### src/rtl/wrr_pkg.sv
// ============================================================================
// Module : wrr_pkg
// Brief  : Shared FSM state encoding and sizing/slicing helpers for the
//          weighted round-robin credit arbiter.
// Rev    : 1.0  initial release
// ============================================================================
`default_nettype none

package wrr_pkg;

    typedef enum logic [1:0] {
        S_IDLE   = 2'd0,
        S_GRANT  = 2'd1,
        S_REFILL = 2'd2
    } state_t;

    // Index width with a floor of 1 so a single-bit id port is always legal.
    function automatic int clog2(input int n);
        int r;
        r = 0;
        for (int k = 0; k < 32; k++) begin
            if ((1 << r) < n) r++;
        end
        return (r < 1) ? 1 : r;
    endfunction

    function automatic int bid_lsb(input int ch, input int bid_w);
        return ch * bid_w;
    endfunction

    function automatic int bal_lsb(input int ch, input int bal_w);
        return ch * bal_w;
    endfunction

endpackage

`default_nettype wire

### src/rtl/wrr_credit_ctr.sv
// ============================================================================
// Module : wrr_credit_ctr
// Brief  : One channel's credit balance: reload, debit, saturating refund.
// Rev    : 1.0  initial release
// ============================================================================
`default_nettype none

module wrr_credit_ctr #(
    parameter int BAL_W       = 10,
    parameter int AMT_W       = 4,
    parameter int CREDIT_INIT = 64
) (
    input  logic             clk,
    input  logic             rst,
    input  logic             load_init,
    input  logic             debit,
    input  logic [AMT_W-1:0] debit_amt,
    input  logic             refund,
    input  logic [AMT_W-1:0] refund_amt,
    output logic [BAL_W-1:0] balance
);

    localparam logic [BAL_W-1:0] C_INIT = BAL_W'(CREDIT_INIT);

    logic [BAL_W:0] w_sum;

    assign w_sum = {1'b0, balance} + (BAL_W+1)'(refund_amt);

    always_ff @(posedge clk) begin
        if (rst || load_init) begin
            balance <= C_INIT;
        end else if (debit) begin
            balance <= balance - BAL_W'(debit_amt);
        end else if (refund) begin
            balance <= (w_sum > {1'b0, C_INIT}) ? C_INIT : w_sum[BAL_W-1:0];
        end
    end

endmodule

`default_nettype wire

### src/rtl/wrr_credit_arbiter.sv
// ============================================================================
// Module : wrr_credit_arbiter
// Brief  : Weighted round-robin arbiter, highest affordable bid wins, with
//          per-channel credit balances and epoch refill.
//          Optional macro WRR_EARLY_RELEASE_EN: end a burst early when the
//          granted request drops and refund the unused cycles.
// Rev    : 1.0  initial release
// ============================================================================
`default_nettype none

module wrr_credit_arbiter
    import wrr_pkg::*;
#(
    parameter int N_CH        = 4,
    parameter int BID_W       = 4,
    parameter int BAL_W       = 10,
    parameter int CREDIT_INIT = 64
) (
    input  logic                     clk,
    input  logic                     rst,
    input  logic [N_CH-1:0]          req,
    input  logic [N_CH*BID_W-1:0]    bid,
    output logic [N_CH-1:0]          grant,
    output logic [clog2(N_CH)-1:0]   grant_id,
    output logic                     busy,
    output logic                     refill,
    output logic [N_CH*BAL_W-1:0]    balance
);

    localparam int               IDX_W  = clog2(N_CH);
    localparam logic [IDX_W:0]   C_NCH  = (IDX_W+1)'(N_CH);
    localparam logic [IDX_W-1:0] C_LAST = IDX_W'(N_CH - 1);

    state_t            r_state;
    logic [N_CH-1:0]   r_grant;
    logic [IDX_W-1:0]  r_grant_id;
    logic              r_busy;
    logic              r_refill;
    logic [IDX_W-1:0]  r_rr_ptr;
    logic [BID_W-1:0]  r_cnt;

    logic [BID_W-1:0]  w_bid [N_CH];
    logic [BAL_W-1:0]  w_bal [N_CH];
    logic [N_CH-1:0]   w_elig;
    logic [N_CH-1:0]   w_pending;
    logic [N_CH-1:0]   w_debit;
    logic [N_CH-1:0]   w_refund;
    logic              w_any_elig;
    logic [IDX_W-1:0]  w_win;
    logic [BID_W-1:0]  w_win_bid;
    logic [IDX_W:0]    w_sum;
    logic [IDX_W-1:0]  w_idx;
    logic              w_load;
    logic              w_release;
    logic [BID_W-1:0]  w_refund_amt;

    assign w_load = (r_state == S_REFILL);

`ifdef WRR_EARLY_RELEASE_EN
    // The final burst cycle ends the grant anyway, so a drop there refunds nothing.
    assign w_release    = (r_state == S_GRANT) && !req[r_grant_id] && (r_cnt != BID_W'(1));
    assign w_refund_amt = r_cnt - BID_W'(1);
`else
    assign w_release    = 1'b0;
    assign w_refund_amt = '0;
`endif

    generate
        for (genvar i = 0; i < N_CH; i++) begin : g_ch
            assign w_bid[i]     = bid[bid_lsb(i, BID_W) +: BID_W];
            assign w_pending[i] = req[i] && (w_bid[i] != '0);
            assign w_elig[i]    = w_pending[i] && (w_bal[i] >= BAL_W'(w_bid[i]));
            assign w_debit[i]   = (r_state == S_IDLE) && w_any_elig && (w_win == IDX_W'(i));
            assign w_refund[i]  = w_release && (r_grant_id == IDX_W'(i));

            wrr_credit_ctr #(
                .BAL_W       (BAL_W),
                .AMT_W       (BID_W),
                .CREDIT_INIT (CREDIT_INIT)
            ) u_ctr (
                .clk        (clk),
                .rst        (rst),
                .load_init  (w_load),
                .debit      (w_debit[i]),
                .debit_amt  (w_bid[i]),
                .refund     (w_refund[i]),
                .refund_amt (w_refund_amt),
                .balance    (w_bal[i])
            );

            assign balance[bal_lsb(i, BAL_W) +: BAL_W] = w_bal[i];
        end
    endgenerate

    // Scan in round-robin order from rr_ptr; strict '>' keeps the first tied index.
    always_comb begin
        w_any_elig = 1'b0;
        w_win      = '0;
        w_win_bid  = '0;
        w_sum      = '0;
        w_idx      = '0;
        for (int k = 0; k < N_CH; k++) begin
            w_sum = {1'b0, r_rr_ptr} + (IDX_W+1)'(k);
            if (w_sum >= C_NCH) w_sum = w_sum - C_NCH;
            w_idx = w_sum[IDX_W-1:0];
            if (w_elig[w_idx] && (w_bid[w_idx] > w_win_bid)) begin
                w_any_elig = 1'b1;
                w_win      = w_idx;
                w_win_bid  = w_bid[w_idx];
            end
        end
    end

    always_ff @(posedge clk) begin
        if (rst) begin
            r_state    <= S_IDLE;
            r_grant    <= '0;
            r_grant_id <= '0;
            r_busy     <= 1'b0;
            r_refill   <= 1'b0;
            r_rr_ptr   <= '0;
            r_cnt      <= '0;
        end else begin
            r_refill <= 1'b0;
            case (r_state)
                S_IDLE: begin
                    if (w_any_elig) begin
                        r_grant    <= {{(N_CH-1){1'b0}}, 1'b1} << w_win;
                        r_grant_id <= w_win;
                        r_busy     <= 1'b1;
                        r_cnt      <= w_win_bid;
                        r_rr_ptr   <= (w_win == C_LAST) ? '0 : w_win + IDX_W'(1);
                        r_state    <= S_GRANT;
                    end else if (|w_pending) begin
                        r_state <= S_REFILL;
                    end
                end
                S_GRANT: begin
                    r_cnt <= r_cnt - BID_W'(1);
                    if ((r_cnt == BID_W'(1)) || w_release) begin
                        r_grant    <= '0;
                        r_grant_id <= '0;
                        r_busy     <= 1'b0;
                        r_state    <= S_IDLE;
                    end
                end
                S_REFILL: begin
                    r_refill <= 1'b1;
                    r_state  <= S_IDLE;
                end
                default: r_state <= S_IDLE;
            endcase
        end
    end

    assign grant    = r_grant;
    assign grant_id = r_grant_id;
    assign busy     = r_busy;
    assign refill   = r_refill;

endmodule

`default_nettype wire
### config.mk
export PLATFORM = sky130hd
export DESIGN_NAME = wrr_credit_arbiter
export DESIGN_NICKNAME = d
export VERILOG_FILES = /design/src/rtl/wrr_pkg.sv /design/src/rtl/wrr_credit_ctr.sv /design/src/rtl/wrr_credit_arbiter.sv
export SDC_FILE = /design/constraint.sdc
export NUM_CORES = 1
export LEC_CHECK = 0
export CORE_ASPECT_RATIO = 0.75
export CORE_MARGIN = 5
export CORE_UTILIZATION = 35
export CTS_CLUSTER_SIZE = 14
export DETAILED_ROUTE_END_ITERATION = 6
export GPL_ROUTABILITY_DRIVEN = 1
export GPL_TIMING_DRIVEN = 1
export PLACE_DENSITY_LB_ADDON = 0.12
export SETUP_SLACK_MARGIN = 0.5
export SYNTH_ARGS = -nofsm -noshare
export SYNTH_HDL_FRONTEND = slang
export SYNTH_SLANG_ARGS = --single-unit
export TNS_END_PERCENT = 30
### constraint.sdc
create_clock -name clk -period 9.75 [get_ports clk]
set_clock_uncertainty 0.2 [all_clocks]
set_input_delay 1.95 -clock clk [delete_from_list [all_inputs] [get_ports clk]]
set_output_delay 1.95 -clock clk [all_outputs]
set_load 0.01 [all_outputs]
---- Word-level counts from Yosys, hierarchy flattened ----
Cells that the tools add are included.
operators by class
  $add $sub $neg .......................... 13
  $lt $le $gt $ge ......................... 20
  equal/unequal tests ..................... 9
  shifts and indexed selects .............. 1
  mux-type cells .......................... 52
  bitwise operators ....................... 4
  reduce and logical (&&, ||, !) cells .... 30
operators by type and width
  cell                                                           number
  2-to-1 mux 4 bit                                               15
  >= comparator 10 x 4 -> 1 bit                                  4
  subtractor 10 x 4 -> 10 bit                                    4
  binary-select mux 4 bit (select 2 bit)                         4
  2-to-1 mux 2 bit                                               13
  >= comparator 3 bit, second input constant                     7
  logical AND 1 bit                                              17
  case mux 4 bit (2 select lines)                                2
  nonzero test 4 bit                                             4
  greater-than comparator 4 bit                                  3
  less-than comparator 2 x 3 -> 1 bit, second input constant     4
  NOT 2 -> 3 bit                                                 4
  2-to-1 mux 1 bit                                               11
  binary-select mux 1 bit (select 2 bit)                         4
  case mux 2 bit (2 select lines)                                2
  subtractor 2 x 1 -> 2 bit, second input constant               4
  adder 2 x 2 -> 3 bit, second input constant                    2
  == test 2 bit, second input constant                           3
  AND reduction 2 bit                                            3
  == test 2 x 1 -> 1 bit, second input constant                  2
  == test 4 x 1 -> 1 bit, second input constant                  1
  greater-than comparator 4 x 1 -> 1 bit, second input constant  1
  logical NOT 2 bit                                              2
  inequality test 2 bit, second input constant                   2
  11 further kinds                                               11
word-level totals
  register bits after elaboration ......... 56
  bits of input ports ..................... 22
  output and inout port bits .............. 48
  word-level logic and storage cells ...... 140

---- Depth between registers and ports, before layout ----
Gate-level depths: netlist of the first run.
  depth in word-level cells ............... 21
  gate-level depth with buffers ........... 43
  depth with buffers taken out ............ 41

---- Hierarchy ----
A second synthesis of the first run with hierarchy kept.
unflattened totals
  cells, all modules ...................... 811
  area total of the unflattened synthesis .. 6,342.3 µm²
by module, submodules not included
  module              times used  cells each  area an instance (µm²)  sequential area each (µm²)
  wrr_credit_ctr      4           127         975.9                   200.2
  wrr_credit_arbiter  1           303         2,438.6                 320.3

---- Worst setup path before layout of the first run ----
OpenSTA, ideal clock, no wires.
  kind .................................... input port to flip-flop
  start ................................... input port bid[8]
  end ..................................... register g_ch[3].u_ctr.balance[7]
  setup time .............................. 115 ps
  arrival time ............................ 9,671 ps
  required time ........................... 9,435 ps
  path slack .............................. -236 ps
  stages .................................. 41
  path buffers ............................ 2
  cells stage by stage .................... ha_1 inv_1 fa_1 a21o_1 a2111oi_4 a21o_1 mux4_2 nand2b_1 ha_1 nor2b_1 o21ai_0 nand2b_1 o21a_1 and2_1 buf_2 o21ai_0 inv_1 ha_1 (+5 left out) clkbuf_1 or2_2 o21ai_0 ha_1 a21oi_1 o21ai_0 nand4_1 nor2_1 a21oi_1 o22ai_1 ha_1 nand2b_1 nor2_1 nand2_1 a21oi_1 o21ai_0 o31a_1 o21a_1
on the way
  longest elaborated chain between the ends .. 18
  elaborated cells between the ends (all ways) .. 46
  those cells by class .................... order compare: 5; eq/ne: 1; mux: 31; reduce/logical: 9
RTL lines
  what                                                                    RTL line                  RTL
  start: declaration                                                      wrr_credit_arbiter.sv:22  input logic [N_CH*BID_W-1:0] bid,
  branches (longest 17 deep; another with >= comparator 10 x 4 -> 1 bit)  n/a
  logical AND 1 bit (*)                                                   wrr_credit_arbiter.sv:73  assign w_debit[i] = (r_state == S_IDLE) && w_any_elig && (w_win == IDX_W'(i));
  end signal: assignment                                                  wrr_credit_ctr.sv:33      balance <= balance - BAL_W'(debit_amt);
  end signal: assignment                                                  wrr_credit_ctr.sv:35      balance <= (w_sum > {1'b0, C_INIT}) ? C_INIT : w_sum[BAL_W-1:0];
  end: declaration                                                        wrr_credit_ctr.sv:20      output logic [BAL_W-1:0] balance
Every way passes the cells marked *. The select of a mux whose other input is x is not followed.
A chain may end at the register's enable or synchronous reset.

---- Worst setup path after layout of the first run ----
  start ................................... input port bid[0]
  end ..................................... register g_ch[1].u_ctr.balance[5]
on the way
  longest elaborated chain between the ends .. 18
  elaborated cells between the ends (all ways) .. 46
  those cells by class .................... order compare: 5; eq/ne: 1; mux: 31; reduce/logical: 9
RTL lines
  what                                                                    RTL line
  branches (longest 17 deep; another with >= comparator 10 x 4 -> 1 bit)  n/a
  logical AND 1 bit (*)                                                   wrr_credit_arbiter.sv:73
  end signal: assignment                                                  wrr_credit_ctr.sv:33
  end signal: assignment                                                  wrr_credit_ctr.sv:35
  end: declaration                                                        wrr_credit_ctr.sv:20
Marked as above.

==> out/qor.yml, run 1 <==
worst_hold_path:
  hold_path_end: "grant_id[1]"
  min_path_type: "register to register"
  min_delay_path_depth: 1
  hp-start: "grant_id[1]"
layout:
  area_growth_pct: 47.2
  nets: 745
  nFillCells: 1235
  layout-drive-gt1-share_pct: 31.5
  final_common_cell: "buf_4"
  design_area_mm2: 0.00673
  instances_no_fill: 857
  mostFrequentLayoutCells: "95 x buf_4, 56 x dfxtp_1, 53 x clkdlybuf4s50_1"
  diodes: 0
placement:
  place_inst: 828
  globalplace.congestion: 0.949
  dp_hpwl_um: 12400
  io_buffers: 69
  placed_cell_area_mm2: 0.00599
logic_synthesis:
  synthCells: 536
  yosysWarningCount: 0
  synthesis.area_mm2: 0.00457
  synth.avg_cell_area_um2: 8.53
  ys_seq_elements: 56
  async_reset_ff_share_pct: 0
  ys_types: 72
  synth_edf_count: 0
  yosysSeqAreaShare_pct: 24.5
  synth_ff_type: "dfxtp_1"
  synth_nets: 596
power_and_ir_drop:
  power_density_mw_per_mm2: 446
  pwr-share-comb_pct: 80.9
  irDropWorstVdd_mv: 0.269
  power.total_mw: 3.00
  power_switching_mw: 1.44
  p_clk_share_pct: 6.2
  swShare_pct: 48.1
  cellInternalPower_mw: 1.56
  leakagePower_nw: 2.70
  p_seq_share_pct: 12.9
timing:
  worst_pin_slew_ns: 0.955
  drv_slew: 0
  relSlewSlack_pct: 36.3
  final.period_utilization_pct: 91.1
  hold_slack_ns: 0.273
  setup_viol: 0
  min_period_ns: 8.88
  final-hold-violation-count: 0
  fmax_ghz: 0.113
  grt_setup_unrepaired: "no"
clocking:
  htree_levels: 2
  cts-root-buf: "clkbuf_16"
  cts_max_path_buffers: 2
  cts_buffers: 5
  cts_tree: "yes"
  clock_latency_ns: 0.31
  clkSinkCount: 56
  clkTransAtPathRegs_ns: 0.08
global_routing:
  grt_antenna_before_repair: 0
  grt.overflow.total: 0
  grt_max_degree: 33
  gr-usage-all-layers_pct: 20.7
  grt_pass1_wl_um: 25200
  grt_pass1_vias: 4627
floorplan:
  dieArea_mm2: 0.0155
  num_io_pins: 70
  core_mm2: 0.0129
  num_rows: 36
  die_y_um: 109
  start_util_pct: 35.5
  die_w_um: 142
outcome:
  outcome: "finished clean"
setup_path:
  cp_max_fo: 7
  r2r_start: "g_ch[2].u_ctr.balance[0]"
  crit_slowest_cell: "or4_1"
  crit_type: "primary input to register"
  crit_path_start_kind: "primary input"
  reg2reg_depth: 38
  cp_data_arrival_time_ns: 8.91
  rrSetupSlack_ns: 2.23
  reg2reg_to: "g_ch[1].u_ctr.balance[5]"
  cp.required_ns: 9.78
  max_stage_delay_ns: 0.50
  crit_path_end_kind: "register"
routing:
  vias_per_cell: 5.62
  totalWireLength_um: 16200
  drc: 0
  drt_iter0_drc: 319
  first_pass_iters: 4
  vias: 4814
  routedWlPerCell_um: 18.9
  ant_nets: 0
job:
  cap_violations: 0
critical path: cells and delay by family:
family          cells  cell delay (ns)
compound gates     15             2.65
buf+inv             5             0.78
mux                 1             0.29
simple gates       11             1.72
fa+ha+maj           6             1.51
through the flow:
step / TNS, ns / setup slack [ns] / utilization [%]
finish: 0 / 0.872 / 52.2
global placement: -0.615 / -0.0847 / 46.5
CTS: 0 / 0.501 / 49.7
global route: 0 / 0.474 / 52.2
detailed placement: -5.39 / -0.285 / 46.5
floorplan: 0 / 0.513 / -
logic make-up after synthesis:
| logic type | after synthesis | synth area share [%] |
|---|---|---|
| AOI/OAI and AO/OA | 178 | 29.2 |
| xor gates and xnor gates | 15 | 2.87 |
| adders and majority gates | 38 | 11.1 |
| buffers and inverters | 59 | 5.78 |
| DFF | 56 | 24.5 |
| muxes | 21 | 6.60 |
| and+or+nand+nor | 169 | 20.0 |
synthesized netlist by cell type, types with 6 or more instances:
| master | number | area (um2) |
|---|---|---|
| ha_1 | 34 | 425 |
| a21o_1 | 14 | 105 |
| clkbuf_1 | 15 | 56.3 |
| nand3_1 | 28 | 140 |
| nand2b_1 | 6 | 37.5 |
| xnor2_1 | 9 | 78.8 |
| mux4_2 | 7 | 158 |
| o31ai_1 | 23 | 173 |
| a211oi_1 | 9 | 67.6 |
| a21oi_1 | 46 | 230 |
| nand2_1 | 31 | 116 |
| mux2i_1 | 11 | 110 |
| o21ai_0 | 25 | 125 |
| nor2_1 | 34 | 128 |
| or3_1 | 15 | 93.8 |
| nand4_1 | 6 | 37.5 |
| inv_1 | 33 | 124 |
| dfxtp_1 | 56 | 1120 |
| or4_1 | 6 | 45.0 |
| or2_2 | 6 | 37.5 |
| xor2_1 | 6 | 52.6 |
timing repair:
| action | in CTS | in global routing |
|---|---|---|
| resized for setup | 40 | 62 |
| buffers inserted | 10 | 11 |
| hold buffers | 0 | 0 |
| setup endpoints to repair | 45 | 53 |
| pin swaps | 26 | 36 |
metal layers:
layer	wire, um	global-route usage (%)	vias up
li1	-	-	2323
met1	8180	31.3	2356
met2	6990	31.5	127
met3	918	3.29	8
met4	114	3.36	0
met5	0	0	-
power by group through the flow:
stage	clock (mW)	combinational, mW	sequential, mW
3_5_place_dp	0	2.03	0.383
4_1_cts	0.192	2.23	0.381
5_1_grt	0.199	2.62	0.400
6_report	0.186	2.43	0.388
3_3_place_gp	0	2.02	0.381
2_1_floorplan	0	1.27	0.365
flip-flops by register name (all words and copies together) (netlist names):
name,count
r_state,2
grant_id,2
r_cnt,4
grant,4
r_rr_ptr,2
refill,1
busy,1
g_ch.u_ctr.balance,40
how the worst max path moves through the flow:
stage / startpoint / to / slack [ns] / cells past startpoint
after floorplan: bid[8] / g_ch[3].u_ctr.balance[7] / 0.51 / 41
after global placement: bid[8] / g_ch[0].u_ctr.balance[8] / -0.08 / 34
after detailed placement: bid[12] / g_ch[0].u_ctr.balance[8] / -0.29 / 31
after CTS: bid[12] / g_ch[3].u_ctr.balance[7] / 0.50 / 43
after global routing: bid[12] / g_ch[3].u_ctr.balance[9] / 0.47 / 44
final: bid[0] / g_ch[1].u_ctr.balance[5] / 0.87 / 38
cell type report:
cell class | instances | area [um2] | share of cell area, %
clock buffer | 5 | 125 | 1.86
multi-input combinational | 421 | 3640 | 54.1
tap | 171 | 214 | 3.18
inverter | 33 | 124 | 1.84
sequential | 56 | 1120 | 16.7
timing repair buffer | 168 | 1490 | 22.1
clock inverter | 3 | 21.3 | 0.316
Note: power is estimated with default switching activity, not from simulation.
==> run 2, diff against run 1 <==
--- a/config.mk
+++ b/config.mk
@@ -6,7 +6,6 @@
 export NUM_CORES = 1
 export LEC_CHECK = 0
 export CORE_ASPECT_RATIO = 0.75
-export CORE_MARGIN = 5
 export CORE_UTILIZATION = 35
 export CTS_CLUSTER_SIZE = 14
 export DETAILED_ROUTE_END_ITERATION = 6
==> out/qor.yml, run 2 (synthesized netlist as in run 1, its figures left out) <==
placement:
  globalplace.congestion: 0.886  # was 0.949
  dp_slack_ns: -0.250  # was -0.285 ns
  io_buffers: 69  # unchanged
  dp_hpwl_um: 11800  # was 12400 um
timing:
  final-hold-violation-count: 0  # unchanged
  worst_pin_slew_ns: 1.19  # was 0.955 ns
  relSlewSlack_pct: 20.8  # was 36.3%
  min_period_ns: 8.85  # was 8.88 ns
  grt_setup_unrepaired: "no"  # unchanged
  fmax_ghz: 0.113  # about the same
  hold_slack_ns: 0.270  # was 0.273 ns
  setup_ws_ns: 0.901  # was 0.872 ns
  setup_viol: 0  # unchanged
  drv_slew: 0  # unchanged
  final.period_utilization_pct: 90.8  # was 91.1%
layout:
  regArea_mm2: 0.00112  # unchanged
  layout-drive-gt1-share_pct: 28.1  # was 31.5%
  largest_reg_flops: 40  # unchanged
  largest_register: "g_ch.u_ctr.balance"  # unchanged
  mostFrequentLayoutCells: "80 x buf_4, 56 x dfxtp_1, 53 x clkdlybuf4s50_1"  # was 95 x buf_4, 56 x dfxtp_1, 53 x clkdlybuf4s50_1
  nets: 727  # was 745
  final_common_cell: "buf_4"  # unchanged
  diodes: 0  # unchanged
  nFillCells: 1208  # was 1235
  area_growth_pct: 42.0  # was 47.2%
  multi_input_area_mm2: 0.00357  # was 0.00364 mm2
setup_path:
  max_stage_delay_ns: 0.39  # was 0.50 ns
  timing.critical_path.mode_cell: "buf_4"
  crit_path_start_kind: "primary input"  # unchanged
  crit_path_end_kind: "register"  # unchanged
  cp.required_ns: 9.70  # was 9.78 ns
  reg2reg_depth: 43  # was 38
  cp_data_arrival_time_ns: 8.80  # was 8.91 ns
  reg2reg_to: "g_ch[1].u_ctr.balance[6]"  # was g_ch[1].u_ctr.balance[5]
  cp_max_fo: 6  # was 7
  r2r_start: "g_ch[2].u_ctr.balance[0]"  # unchanged
  crit_type: "primary input to register"  # unchanged
  critPathLaunch: "bid[8]"  # was bid[0]
  crit_slowest_cell: "fa_2"  # was or4_1
  rrSetupSlack_ns: 2.20  # was 2.23 ns
floorplan:
  die_y_um: 101  # was 109 um
  die_w_um: 134  # was 142 um
  core_mm2: 0.0125  # was 0.0129 mm2
  num_io_pins: 70  # unchanged
  dieArea_mm2: 0.0135  # was 0.0155 mm2
  num_rows: 35  # was 36
  start_util_pct: 36.5  # was 35.5%
clocking:
  cts_tree: "yes"  # unchanged
  cts-root-buf: "clkbuf_16"  # unchanged
  clkTransAtPathRegs_ns: 0.08  # about the same
  htree_levels: 2  # unchanged
  cts_max_path_buffers: 2  # unchanged
  clkSinkCount: 56  # unchanged
  cts_buffers: 5  # unchanged
  clock_latency_ns: 0.31  # about the same
power_and_ir_drop:
  p_clk_share_pct: 7.7  # was 6.2%
  leakagePower_nw: 2.57  # was 2.70 nW
  power_density_mw_per_mm2: 434  # was 446 mW/mm2
  power_switching_mw: 1.36  # was 1.44 mW
  swShare_pct: 48.1  # about the same
  p_seq_share_pct: 13.5  # was 12.9%
  irDropWorstVdd_mv: 0.173  # was 0.269 mV
  pwr-share-comb_pct: 78.8  # was 80.9%
  cellInternalPower_mw: 1.46  # was 1.56 mW
routing:
  vias_per_cell: 5.63  # was 5.62
  first_pass_iters: 5  # was 4
  routedWlPerCell_um: 18.6  # was 18.9 um
  drt_iter0_drc: 261  # was 319
  drc: 0  # unchanged
  vias: 4699  # was 4814
  totalWireLength_um: 15500  # was 16200 um
  ant_nets: 0  # unchanged
worst_hold_path:
  hp-start: "grant[1]"  # was grant_id[1]
  min_path_type: "register to register"  # unchanged
  hold_path_end: "grant[1]"  # was grant_id[1]
  min_delay_path_depth: 1  # unchanged
outcome:
  outcome: "finished clean"  # unchanged
global_routing:
  grt_pass1_vias: 4580  # was 4627
  grt_antenna_before_repair: 0  # unchanged
  grt_max_degree: 33  # unchanged
  grt_pass1_wl_um: 24600  # was 25200 um
  grt.overflow.total: 0  # unchanged
  gr-usage-all-layers_pct: 23.5  # was 20.7%
job:
  cap_violations: 0  # unchanged
## run 2: stage by stage
stage	cell area, um2	TNS, ns	power [mW]	instances	util [%]
5_1_grt	6490	0	3.04	834	51.8
2_1_floorplan	4630	0	1.63	536	-
3_5_place_dp	5870	-3.25	2.31	809	46.9
4_1_cts	6250	0	2.65	828	49.9
3_3_place_gp	5870	-0.0690	2.30	809	46.9
6_report	6490	0	2.82	834	51.8
## run 2: worst max-delay path by stage
stage,depth (start not counted),slack [ns],to
floorplan,41,0.51,g_ch[3].u_ctr.balance[7]
global placement,37,-0.05,g_ch[3].u_ctr.balance[7]
detailed placement,40,-0.25,g_ch[3].u_ctr.balance[7]
CTS,38,0.52,g_ch[3].u_ctr.balance[7]
global route,43,0.43,g_ch[3].u_ctr.balance[7]
finish,43,0.90,g_ch[1].u_ctr.balance[6]
## run 2: final cells by class
class / count / area share, %
clock buffer: 6 / 1.98
clock inverter: 2 / 0.597
inverter: 33 / 1.91
multi-input combinational: 421 / 55.0
sequential: 56 / 17.3
tap: 166 / 3.20
timing repair buffer: 150 / 20.0
## run 2: what timing repair did
item | CTS | global route
buffers inserted | 11 | 6
pin swaps | 24 | 36
endpoints found under the setup margin | 44 | 50
endpoints found under the hold margin | 0 | 0
hold buffers | 0 | 0
gates resized for setup | 34 | 62
## run 2: per-layer routing
layer	wire, um	vias up	global-route usage (%)
li1	-	2291	-
met1	7770	2244	35.6
met2	6540	148	34.1
met3	995	16	3.37
met4	220	0	6.82
met5	0	-	0
## run 2: critical path: cells and delay by family
kind,cells,cell delay (ns)
AOI/OAI and AO/OA,13,2.31
adders and majority gates,6,1.40
buffers and inverters,10,1.02
and+or+nand+nor,13,1.96
xor gates and xnor gates,1,0.17
## run 2: power by group through the flow
stage	logic [mW]	registers [mW]	clock network (mW)
after floorplan	1.27	0.365	0
after global placement	1.92	0.377	0
after CTS	2.05	0.379	0.221
after global routing	2.42	0.394	0.230
after detailed placement	1.93	0.379	0
final	2.22	0.382	0.216
==> run 3, diff against run 2 <==
--- a/config.mk
+++ b/config.mk
@@ -6,7 +6,7 @@
 export NUM_CORES = 1
 export LEC_CHECK = 0
 export CORE_ASPECT_RATIO = 0.75
-export CORE_UTILIZATION = 35
+export CORE_UTILIZATION = 40
 export CTS_CLUSTER_SIZE = 14
 export DETAILED_ROUTE_END_ITERATION = 6
 export GPL_ROUTABILITY_DRIVEN = 1
==> out/qor.yml, run 3 (synthesized netlist as in run 1, its figures left out) <==
setup_path:
  cp_max_fo: 15  # was 6
  cp.required_ns: 9.79  # was 9.70 ns
  max_stage_delay_ns: 0.54  # was 0.39 ns
  crit_path_start_kind: "primary input"  # unchanged
  cp_data_arrival_time_ns: 8.99  # was 8.80 ns
  crit_slowest_cell: "mux4_2"  # was fa_2
  crit_family: "compound AO/OA/AOI/OAI gates"  # unchanged
  timing.critical_path.mode_cell: "buf_4"  # unchanged
  crit_path_end_kind: "register"  # unchanged
  cp_num_buf_inv: 8  # was 10
  crit_type: "primary input to register"  # unchanged
power_and_ir_drop:
  pwr-share-comb_pct: 80.4  # was 78.8%
  swShare_pct: 46.9  # was 48.1%
  cellInternalPower_mw: 1.60  # was 1.46 mW
  power_density_mw_per_mm2: 448  # was 434 mW/mm2
  leakagePower_nw: 2.73  # was 2.57 nW
  p_clk_share_pct: 7.2  # was 7.7%
  irDropWorstVdd_mv: 0.220  # was 0.173 mV
  p_seq_share_pct: 12.5  # was 13.5%
  power_switching_mw: 1.41  # was 1.36 mW
clocking:
  cts_hold_buf: 0  # unchanged
  htree_levels: 2  # unchanged
  cts_buffers: 5  # unchanged
  clkSinkCount: 56  # unchanged
  cts_tree: "yes"  # unchanged
  clock_latency_ns: 0.30  # was 0.31 ns
  clkTransAtPathRegs_ns: 0.08  # about the same
  cts-root-buf: "clkbuf_16"  # unchanged
  cts_max_path_buffers: 2  # unchanged
floorplan:
  die_w_um: 125  # was 134 um
  num_io_pins: 70  # unchanged
  core_mm2: 0.0110  # was 0.0125 mm2
  die_y_um: 94.6  # was 101 um
  dieArea_mm2: 0.0119  # was 0.0135 mm2
  start_util_pct: 41.5  # was 36.5%
  num_rows: 33  # was 35
routing:
  drc: 6  # was 0
  drt_iter0_drc: 297  # was 261
  vias: 4838  # was 4699
  totalWireLength_um: 15400  # was 15500 um
  vias_per_cell: 5.77  # was 5.63
  first_pass_iters: 7  # was 5
  routedWlPerCell_um: 18.3  # was 18.6 um
  ant_nets: 0  # unchanged
layout:
  design_area_mm2: 0.00672  # was 0.00649 mm2
  regArea_mm2: 0.00112  # unchanged
  layout-drive-gt1-share_pct: 32.0  # was 28.1%
  largest_register: "g_ch.u_ctr.balance"  # unchanged
  diodes: 0  # unchanged
  area_growth_pct: 47.0  # was 42.0%
  multi_input_area_mm2: 0.00357  # about the same
  largest_reg_flops: 40  # unchanged
  mostFrequentLayoutCells: "108 x buf_4, 56 x dfxtp_1, 53 x clkdlybuf4s50_1"  # was 80 x buf_4, 56 x dfxtp_1, 53 x clkdlybuf4s50_1
  nFillCells: 963  # was 1208
  final_common_cell: "buf_4"  # unchanged
  nets: 758  # was 727
global_routing:
  grt_antenna_before_repair: 0  # unchanged
  grt.overflow.total: 0  # unchanged
  grt_pass1_wl_um: 23400  # was 24600 um
  grt_max_degree: 38  # was 33
  grt_pass1_vias: 4421  # was 4580
  gr-usage-all-layers_pct: 25.5  # was 23.5%
worst_hold_path:
  min_path_type: "register to register"  # unchanged
placement:
  io_buffers: 69  # unchanged
  dp_slack_ns: -0.444  # was -0.250 ns
  placed_cell_area_mm2: 0.00602  # was 0.00587 mm2
  dp_hpwl_um: 11400  # was 11800 um
  globalplace.congestion: 0.898  # was 0.886
timing:
  setup_viol: 0  # unchanged
  min_period_ns: 8.95  # was 8.85 ns
  final-hold-violation-count: 0  # unchanged
  setup_ws_ns: 0.800  # was 0.901 ns
  worst_pin_slew_ns: 1.00  # was 1.19 ns
  drv_slew: 0  # unchanged
  grt_setup_unrepaired: "no"  # unchanged
  relSlewSlack_pct: 33.0  # was 20.8%
  final.period_utilization_pct: 91.8  # was 90.8%
  fmax_ghz: 0.112  # was 0.113 GHz
job:
  cap_violations: 0  # unchanged
outcome:
  violations: "DRC"
  outcome: "finished with violations"  # was finished clean
## run 3: changes by cell type in the layout (fill, tap and decap cells not counted), moves of 3 or more
cell	before	now
buf_4	80	108
a21oi_1	42	39
a21oi_2	4	7
buf_6	2	5
inv_1	26	23
inv_2	7	10
o21ai_0	21	18
## run 3: cell type report
type | count | area share (%)
Multi-Input combinational cell | 421 | 53.2
Timing Repair Buffer | 181 | 23.2
Sequential cell | 56 | 16.7
Tap cell | 140 | 2.61
Clock buffer | 6 | 1.92
Inverter | 33 | 1.84
Clock inverter | 2 | 0.577
## run 3: routing by layer
metal	track usage, %	vias to the layer above	wire (um)
li1	-	2347	-
met1	37.4	2333	7710
met2	37.4	142	6450
met3	4.82	16	1010
met4	7.42	0	206
met5	0	-	0
## run 3: worst reg2reg max path: cells and delay by family (launching register included)
kind,cells,cell delay [ns]
compound gates,12,2.07
simple gates,12,1.95
fa+ha+maj,5,1.37
buf+inv,8,1.08
mux,1,0.54
flops,1,0.36
## run 3: metrics by stage
step / hold WS [ns] / util [%] / std cells / setup TNS (ns) / power, mW
2_1_floorplan: 0.266 / - / 536 / 0 / 1.63
3_3_place_gp: 0.247 / 54.6 / 806 / -5.30 / 2.36
3_5_place_dp: 0.253 / 54.6 / 806 / -13.08 / 2.37
4_1_cts: 0.279 / 57.5 / 823 / 0 / 2.72
5_1_grt: 0.290 / 61.0 / 839 / 0 / 3.21
6_report: 0.272 / 61.0 / 839 / 0 / 3.01
## run 3: power groups by stage
| stage | clock network [mW] | registers (mW) | logic [mW] |
|---|---|---|---|
| 6_report | 0.216 | 0.375 | 2.42 |
| 5_1_grt | 0.229 | 0.385 | 2.60 |
| 2_1_floorplan | 0 | 0.365 | 1.27 |
| 3_3_place_gp | 0 | 0.373 | 1.99 |
| 4_1_cts | 0.218 | 0.371 | 2.14 |
| 3_5_place_dp | 0 | 0.375 | 2.00 |
## run 3: what timing repair did
| action | in CTS | in global routing |
|---|---|---|
| pin swaps | 19 | 38 |
| gates resized for setup | 30 | 82 |
| endpoints found under the setup margin | 55 | 55 |
| buffers inserted | 9 | 16 |
## run 3: worst paths after layout
check,from,to,slack (ns),cells after the start
worst min register to register,grant[2],grant[2],0.27,1
worst max-delay path,bid[12],g_ch[1].u_ctr.balance[9],0.80,38
worst max register to register,g_ch[3].u_ctr.balance[0],g_ch[1].u_ctr.balance[9],2.12,38
worst min-delay path,grant[2],grant[2],0.27,1
